## src/rtl/i2c_target_regfile.sv

```systemverilog
// I2C target with a byte-wide register file: filtered pin front end, byte FSM,
// auto-incrementing pointer, host parallel port and a write strobe per I2C byte.
module i2c_target_regfile #(
  parameter int unsigned NREGS     = 16,
  parameter int unsigned PTR_W     = 4,
  parameter int unsigned FILT_LEN  = 3,
  parameter logic [6:0]  ADDR_MASK = 7'h7F
) (
  input  logic             clk_i,
  input  logic             rst_i,
  input  logic [6:0]       own_addr_i,
  input  logic             scl_i,
  input  logic             sda_i,
  output logic             sda_o,
  output logic             sda_oen_o,
  input  logic [PTR_W-1:0] host_addr_i,
  input  logic [7:0]       host_wdata_i,
  input  logic             host_we_i,
  output logic [7:0]       host_rdata_o,
  output logic             wr_stb_o,
  output logic [PTR_W-1:0] wr_addr_o,
  output logic [7:0]       wr_data_o,
  output logic             busy_o
);

  localparam int unsigned FCNT_W = 4;
  localparam logic [FCNT_W-1:0] FCNT_MAX = FCNT_W'(FILT_LEN - 1);
  localparam logic [PTR_W-1:0]  PTR_LAST = PTR_W'(NREGS - 1);

  typedef enum logic [3:0] {
    S_IDLE, S_ADDR, S_ADDR_ACK, S_PTR, S_PTR_ACK,
    S_WDATA, S_WDATA_ACK, S_RDATA, S_RACK, S_WAIT
  } state_t;

  state_t state_q, state_d;

  // Index 1 = SCL, index 0 = SDA; idle bus level is high.
  logic [1:0]             sync1_q, sync2_q, filt_q, prev_q;
  logic [1:0][FCNT_W-1:0] fcnt_q;

  always_ff @(posedge clk_i or posedge rst_i) begin
    if (rst_i) begin
      sync1_q <= '1;
      sync2_q <= '1;
      filt_q  <= '1;
      prev_q  <= '1;
      fcnt_q  <= '0;
    end else begin
      sync1_q <= {scl_i, sda_i};
      sync2_q <= sync1_q;
      prev_q  <= filt_q;
      for (int i = 0; i < 2; i++) begin
        if (sync2_q[i] == filt_q[i]) begin
          fcnt_q[i] <= '0;
        end else if (fcnt_q[i] == FCNT_MAX) begin
          filt_q[i] <= sync2_q[i];
          fcnt_q[i] <= '0;
        end else begin
          fcnt_q[i] <= fcnt_q[i] + FCNT_W'(1);
        end
      end
    end
  end

  logic scl_f, sda_f, scl_rise, scl_fall, start_det, stop_det;
  assign scl_f     = filt_q[1];
  assign sda_f     = filt_q[0];
  assign scl_rise  = scl_f & ~prev_q[1];
  assign scl_fall  = ~scl_f & prev_q[1];
  assign start_det = scl_f & prev_q[0] & ~sda_f;
  assign stop_det  = scl_f & ~prev_q[0] & sda_f;

  logic [7:0]       regs [NREGS];
  logic [3:0]       cnt_q, cnt_d;
  logic [7:0]       shift_q, shift_d, rx_byte, rd_byte;
  logic [PTR_W-1:0] ptr_q, ptr_d, ptr_inc;
  logic             mack_q, mack_d, busy_d, drv_d, commit;
  logic             addr_match;

  assign rx_byte    = {shift_q[6:0], sda_f};
  assign rd_byte    = regs[ptr_q];
  assign ptr_inc    = (ptr_q == PTR_LAST) ? '0 : ptr_q + PTR_W'(1);
  assign addr_match = (((shift_q[7:1] ^ own_addr_i) & ADDR_MASK) == 7'd0);

  always_ff @(posedge clk_i or posedge rst_i) begin
    if (rst_i) state_q <= S_IDLE;
    else       state_q <= state_d;
  end

  // Byte sequencing; START/STOP override every state.
  always_comb begin
    state_d = state_q;
    cnt_d   = cnt_q;
    shift_d = shift_q;
    ptr_d   = ptr_q;
    busy_d  = busy_o;
    mack_d  = mack_q;
    drv_d   = ~sda_oen_o;
    commit  = 1'b0;
    if (start_det) begin
      state_d = S_ADDR;
      cnt_d   = 4'd0;
      drv_d   = 1'b0;
    end else if (stop_det) begin
      state_d = S_IDLE;
      drv_d   = 1'b0;
      busy_d  = 1'b0;
    end else begin
      case (state_q)
        S_ADDR, S_PTR, S_WDATA: begin
          if (scl_rise) begin
            shift_d = rx_byte;
            cnt_d   = cnt_q + 4'd1;
            if (state_q == S_WDATA && cnt_q == 4'd7) begin
              commit = 1'b1;
              ptr_d  = ptr_inc;
            end
          end else if (scl_fall && cnt_q == 4'd8) begin
            cnt_d = 4'd0;
            if (state_q == S_ADDR) begin
              if (addr_match) begin
                state_d = S_ADDR_ACK;
                drv_d   = 1'b1;
                busy_d  = 1'b1;
              end else begin
                state_d = S_WAIT;
              end
            end else if (state_q == S_PTR) begin
              ptr_d   = shift_q[PTR_W-1:0];
              state_d = S_PTR_ACK;
              drv_d   = 1'b1;
            end else begin
              state_d = S_WDATA_ACK;
              drv_d   = 1'b1;
            end
          end
        end
        S_ADDR_ACK: begin
          if (scl_fall) begin
            cnt_d = 4'd0;
            if (shift_q[0]) begin
              state_d = S_RDATA;
              shift_d = rd_byte;
              drv_d   = ~rd_byte[7];
              ptr_d   = ptr_inc;
            end else begin
              state_d = S_PTR;
              drv_d   = 1'b0;
            end
          end
        end
        S_PTR_ACK, S_WDATA_ACK: begin
          if (scl_fall) begin
            state_d = S_WDATA;
            cnt_d   = 4'd0;
            drv_d   = 1'b0;
          end
        end
        S_RDATA: begin
          if (scl_rise) begin
            cnt_d = cnt_q + 4'd1;
          end else if (scl_fall) begin
            if (cnt_q == 4'd8) begin
              state_d = S_RACK;
              cnt_d   = 4'd0;
              drv_d   = 1'b0;
            end else begin
              shift_d = {shift_q[6:0], 1'b0};
              drv_d   = ~shift_q[6];
            end
          end
        end
        S_RACK: begin
          if (scl_rise) begin
            mack_d = ~sda_f;
          end else if (scl_fall) begin
            if (mack_q) begin
              state_d = S_RDATA;
              cnt_d   = 4'd0;
              shift_d = rd_byte;
              drv_d   = ~rd_byte[7];
              ptr_d   = ptr_inc;
            end else begin
              state_d = S_WAIT;
            end
          end
        end
        default: ;
      endcase
    end
  end

  always_ff @(posedge clk_i or posedge rst_i) begin
    if (rst_i) begin
      cnt_q     <= '0;
      shift_q   <= '0;
      ptr_q     <= '0;
      mack_q    <= 1'b0;
      busy_o    <= 1'b0;
      sda_o     <= 1'b1;
      sda_oen_o <= 1'b1;
      wr_stb_o  <= 1'b0;
      wr_addr_o <= '0;
      wr_data_o <= '0;
    end else begin
      cnt_q     <= cnt_d;
      shift_q   <= shift_d;
      ptr_q     <= ptr_d;
      mack_q    <= mack_d;
      busy_o    <= busy_d;
      sda_o     <= ~drv_d;
      sda_oen_o <= ~drv_d;
      wr_stb_o  <= commit;
      if (commit) begin
        wr_addr_o <= ptr_q;
        wr_data_o <= rx_byte;
      end
    end
  end

  // Register file: the I2C commit is assigned last so it wins a same-register collision.
  always_ff @(posedge clk_i or posedge rst_i) begin
    if (rst_i) begin
      for (int unsigned i = 0; i < NREGS; i++) regs[i] <= '0;
      host_rdata_o <= '0;
    end else begin
      if (host_we_i) regs[host_addr_i] <= host_wdata_i;
      if (commit)    regs[ptr_q] <= rx_byte;
      if (commit && ptr_q == host_addr_i) host_rdata_o <= rx_byte;
      else if (host_we_i)                 host_rdata_o <= host_wdata_i;
      else                                host_rdata_o <= regs[host_addr_i];
    end
  end

endmodule

```

## config.mk

```make
export PLATFORM = sky130hd
export DESIGN_NAME = i2c_target_regfile
export DESIGN_NICKNAME = d
export VERILOG_FILES = /design/src/rtl/i2c_target_regfile.sv
export SDC_FILE = /design/constraint.sdc
export NUM_CORES = 1
export LEC_CHECK = 0
export ABC_AREA = 1
export BUFFER_PORTS_ARGS = -buffer_cell sky130_fd_sc_hd__buf_2
export CORE_MARGIN = 1
export CORE_UTILIZATION = 45
export DETAILED_ROUTE_END_ITERATION = 7
export MAX_ROUTING_LAYER = met4
export PLACE_DENSITY_LB_ADDON = 0.1
export SYNTH_ARGS = -nofsm -noshare
export SYNTH_HDL_FRONTEND = slang
export SYNTH_SLANG_ARGS = --single-unit
```

## constraint.sdc

```tcl
create_clock -name clk_i -period 6.1 [get_ports clk_i]
set_input_delay 0.305 -clock clk_i [delete_from_list [all_inputs] [get_ports clk_i]]
set_output_delay 0.305 -clock clk_i [all_outputs]
set_load 0.03 [all_outputs]
```

Word-level counts from Yosys, hierarchy flattened
Index checks and enable logic that the tools add are counted.
{ "totals": {"output_inout_bits": 24, "input_bits": 24, "wordCells": 235, "ff_bits": 188} }
{ "classes": {"eq_ne": 47, "bitwise": 21, "mux": 98, "order_cmp": 4, "add_sub_neg": 4, "reduce_logical": 26} }
{ "op_table": {"columns": ["operator", "n"], "rows": [
  ["$bwmux W128", 2],
  ["$mux W128", 2],
  ["$mux W4", 40],
  ["$mux W8", 17],
  ["$bmux W8 S4", 2],
  ["$demux W8 S4", 2],
  ["$ne A4 B4 Y1 const B", 12],
  ["$pmux W8 S4", 1],
  ["$mux W1", 26],
  ["$reduce_and A12 Y1", 2],
  ["$ne A3 B3 Y1 const B", 7],
  ["$eq A4 B3 Y1 const B", 5],
  ["$ne A2 B2 Y1 const B", 10],
  ["$pmux W4 S5", 1],
  ["$add A4 B1 Y4 const B", 4],
  ["$eq A4 B2 Y1 const B", 4],
  ["$pmux W4 S4", 1],
  ["$eq A4 B4 Y1 const B", 3],
  ["$not A1 Y1", 12],
  ["$pmux W4 S3", 1],
  ["$reduce_and A11 Y1", 1],
  ["$ge A5 B5 Y1 const B", 2],
  ["$lt A5 B1 Y1 const B", 2],
  ["$not A4 Y5", 2],
  ["other kinds (24)", 39]
]} }

Logic depth before layout (Yosys ltp)
{ "depth": {"ltp_word": 12, "mapped_depth": 15} }

Least setup slack after synthesis
No wires, ideal clock.
{ "synth_timing": {"kind": "register to register", "from": "register ptr_q[0]", "to": "register regs[10] (netlist name)", "required_ps": 5973, "setup_time_ps": 127, "slack_ps": 4130, "arrival_ps": 1843, "path_stages_with_launch": 10, "period_less_slack_ps": 1970, "path_cell_list": "dfrtp_1 > buf_2 > inv_1 > buf_2 > buf_2 > ha_1 > inv_1 > nor3_2 > buf_2 > o21ai_0"} }
{ "synth_between": {"elab_chain_len": 7} }
{ "synth_rtl": {"columns": ["element", "line", "text"], "rows": [
  ["start: declaration", "76", "logic [PTR_W-1:0] ptr_q, ptr_d, ptr_inc;"],
  ["start signal: assignment", "208", "ptr_q <= ptr_d;"],
  ["$not A4 Y5 (not written as such) (*)", "228", "if (commit) regs[ptr_q] <= rx_byte;"],
  ["$ge A5 B5 Y1 (not written as such) / $lt A5 B1 Y1 (equally long branches)", "228", null],
  ["$logic_and A1 B1 Y1 (not written as such)", "228", null],
  ["$mux W8 (not written as such)", "228", null],
  ["$demux W8 S4 (*)", "228", null],
  ["$bwmux W128 (*)", "228", null],
  ["$mux W128 (*)", "228", null],
  ["end signal: indexed assignment", "227", "if (host_we_i) regs[host_addr_i] <= host_wdata_i;"],
  ["end signal: indexed assignment", "228", null],
  ["end: declaration", "73", "logic [7:0] regs [NREGS];"]
]} }
Every way passes the cells marked *; elsewhere a longest branch is shown, timed or not.
A chain may end at the register's enable or synchronous reset.

Worst setup path in the final report
{ "layout_timing": {"from": "register filt_q[0]", "to": "register regs[68] (netlist name)"} }
{ "layout_between": {"elab_chain_len": 4} }
{ "layout_rtl": {"columns": ["element", "line", "text"], "rows": [
  ["start: declaration", "38", "logic [1:0] sync1_q, sync2_q, filt_q, prev_q;"],
  ["start signal: indexed assignment", "56", "filt_q[i] <= sync2_q[i];"],
  ["$and A1 B1 Y1 / $not A1 Y1 (equally long branches)", "71, 70", null],
  ["$mux W1 / $and A1 B1 Y1 (equally long branches)", "104, 70", null],
  ["$mux W1 (*)", "100", "if (start_det) begin"],
  ["net commit", "77", "logic mack_q, mack_d, busy_d, drv_d, commit;"],
  ["$mux W128 (*)", "228", null]
]} }
The timed path passes the listed nets; every way through them passes the cells marked *.

==> results.json <==
{
  "status": "finished, final reports clean",
  "period_needed_ns": 3.23,
  "cp_data_required_time_ns": 6.45,
  "hold_ws_ns": 0.0576,
  "cts_buffers": 17,
  "tightestPinTransition_ns": 1.17,
  "final_area_mm2": 0.0126,
  "rows": 58,
  "vdd.ir_drop.worst_uv": 190,
  "area_growth_pct": 7.46,
  "r2r_slack_ns": 2.87,
  "grt_pass1_vias": 10741,
  "dr.pass1.iters": 8,
  "hold_viol": 0,
  "synthFlopType": "dfrtp_1",
  "seq_area_frac_synth": 0.402,
  "cts_htree_levels": 4,
  "cp_data_arrival_time_ns": 3.58,
  "netlist_top_cells_count": "nand2_1, o21ai_0, nor2_1",
  "place_inst": 1967,
  "drt-initial-drc-count": 1362,
  "max_stage_delay_ns": 0.75,
  "crit_chain": "inv_2 -> nand3_2 -> nand2_4 -> inv_2 -> nand2_2 -> inv_2 -> nand3_1 -> o21ai_0",
  "die_h_um": 164,
  "grt_pass1_wl_um": 65800,
  "fin_ws_ns": 2.87,
  "ys_types": 39,
  "crit_path_start_kind": "flop",
  "setup_viol": 0,
  "ys_warn_count": 0,
  "grt_antenna_before_repair": 0,
  "synth-seq-cells": 188,
  "synth.avg_cell_area_um2": 6.98,
  "io_buffers": 47,
  "total_power_mw": 5.34,
  "cts_tree": "yes",
  "syn-instance-count": 1681,
  "end_kind": "flop",
  "hpwl_um": 28200,
  "io_pins": 48,
  "hp-class": "in -> async",
  "cts_sinks": 188,
  "layout.cells.non_filler": 2001,
  "grt_overflow": 0,
  "insertedDiodeCount": 0,
  "clockRootBuffer": "clkbuf_16",
  "p_leak_nw": 6.15,
  "yosysTopAreaCell": "dfrtp_1",
  "rsz0062_at_grt": "false",
  "fin_skew_ns": 0.0208,
  "preCtsSetupSlack_ns": 2.87,
  "die-area_mm2": 0.0267,
  "cts_buffer_depth": 2,
  "cpMostUsedCell": "inv_2",
  "avgRoutedWirePerCell_um": 21.3,
  "gp_congestion": 0.985,
  "viasPerCell": 5.74,
  "drive_gt1_frac": 0.0868,
  "cts.clk_slew.worst_paths_ns": 0.08,
  "die_w_um": 164,
  "slew_violations": 0,
  "cp_max_fo": 32,
  "maxCapViolations": 0,
  "grt_max_degree": 122,
  "crit_type": "reg -> reg",
  "path_delay_family": "simple AND/OR/NAND/NOR gates",
  "synth_edf_count": 0,
  "setup_tns_ns": 0,
  "syn_area_mm2": 0.0117,
  "synth.area.top_cells": "dfrtp_1, nand2_1, o21ai_0",
  "utilization": 0.497,
  "crit_slowest_cell": "dfstp_2",
  "coreArea_mm2": 0.0254,
  "syn-num-nets": 1717,
  "postRouteAntennaNets": 0,
  "synthArstFlopShare": 1.00,
  "place_area_mm2": 0.0120,
  "path_buf_inv": 3,
  "maxSlewHeadroom": 0.215,
  "post_cts.repair.setup_buffers": 0,
  "synth_most_common_cell": "nand2_1",
  "route.detailed.drc": 0,
  "routed_wl_um": 42700,
  "start_util": 0.462,
  "nNetsFinal": 1694,
  "synth_top_area_share": 0.382,
  "p_per_area_mw_per_mm2": 423,
  "fmax_mhz": 309,
  "grt.total_usage": 0.341,
  "post-route-period-util": 0.530,
  "vias": 11483,
  "clk_latency_ns": 0.45
}
==> registers in the layout, indices dropped and copies added, names as in the netlist, 4 cells and up <==
| name | flops |
|---|---|
| cnt_q | 4 |
| fcnt_q | 8 |
| host_rdata_o | 8 |
| ptr_q | 4 |
| regs | 128 |
| shift_q | 8 |
| state_q | 4 |
| wr_addr_o | 4 |
| wr_data_o | 8 |
==> cell families (layout without fill, tap and decap cells) <==
| logic type | count (synthesis) | after routing | synth area share |
|---|---|---|---|
| AOI/OAI and AO/OA | 430 | 430 | 0.200 |
| xor gates and xnor gates | 14 | 14 | 0.0104 |
| adders and majority gates | 12 | 12 | 0.0128 |
| buffers and inverters | 218 | 208 | 0.0784 |
| DFF | 188 | 188 | 0.402 |
| muxes | 24 | 24 | 0.0205 |
| and+or+nand+nor | 795 | 795 | 0.276 |
==> power by group <==
part / switching [mW] / total, mW / internal [mW]
clock network: 0.558 / 1.15 / 0.592
logic: 1.58 / 2.27 / 0.691
registers: 0.365 / 1.92 / 1.55
total: 2.51 / 5.34 / 2.83
==> timing repair <==
item / CTS / global route
hold buffers: 2 / 0
hold endpoints to repair: 2 / 0
resized for setup: 0 / 0
==> layout by cell type, fill, tap and decap left out, types with 3 or more instances in the layout <==
master / count
nand2_1: 489
o21ai_0: 252
nor2_1: 217
dfrtp_1: 177
inv_1: 100
a21oi_1: 85
a22oi_1: 65
buf_2: 47
nand3_1: 46
mux2i_1: 24
clkbuf_16: 17
buf_4: 13
ha_1: 12
o21ai_1: 11
inv_2: 10
nor2_2: 9
dfstp_2: 9
nand2_2: 8
o211ai_1: 8
nand4_1: 7
xor2_1: 7
xnor2_1: 7
o22ai_1: 5
inv_8: 4
clkinv_4: 4
nand2_4: 3
clkinv_1: 3
nor3_1: 3
nor3_2: 3
==> path summary, 6_finish.rpt <==
| path | startpoint | endpoint | cells past startpoint |
|---|---|---|---|
| hold / removal | rst_i | regs[103] | 2 |
| min in group clk_i | host_wdata_i[3] | regs[51] | 3 |
| setup / recovery | filt_q[0] | regs[68] | 8 |
| max in group asynchronous | rst_i | shift_q[5] | 3 |
| setup reg to reg | filt_q[0] | regs[68] | 8 |
| hold reg to reg | sync1_q[0] | sync2_q[0] | 0 |
==> layer usage <==
metal  track usage  part of all wire  up-vias  wire length, um
li1              -                 -     5454                -
met1         0.459              0.43     5359            18500
met2         0.504              0.44      570            18700
met3        0.0551             0.086      100             3660
met4         0.152             0.043        0             1810
met5             -                 0        -                0
==> worst reg2reg max path: cells and delay by family (launching register included) <==
family | cells | cell delay (ns)
AND/OR/NAND/NOR | 4 | 1.37
buffers and inverters | 3 | 0.66
flip-flops | 1 | 0.75
AO/OA/AOI/OAI | 1 | 0.37
==> cell type report <==
| cell class | count | area [um^2] |
|---|---|---|
| repair buffers | 62 | 353 |
| flip-flops and latches | 188 | 4720 |
| clock buffers | 19 | 443 |
| multi-input cells | 1275 | 6110 |
| well taps | 330 | 413 |
| clock inverters | 13 | 148 |
| inverters | 114 | 435 |
| fillers | 2634 | 12800 |
Note: power is estimated with default switching activity, not from simulation.
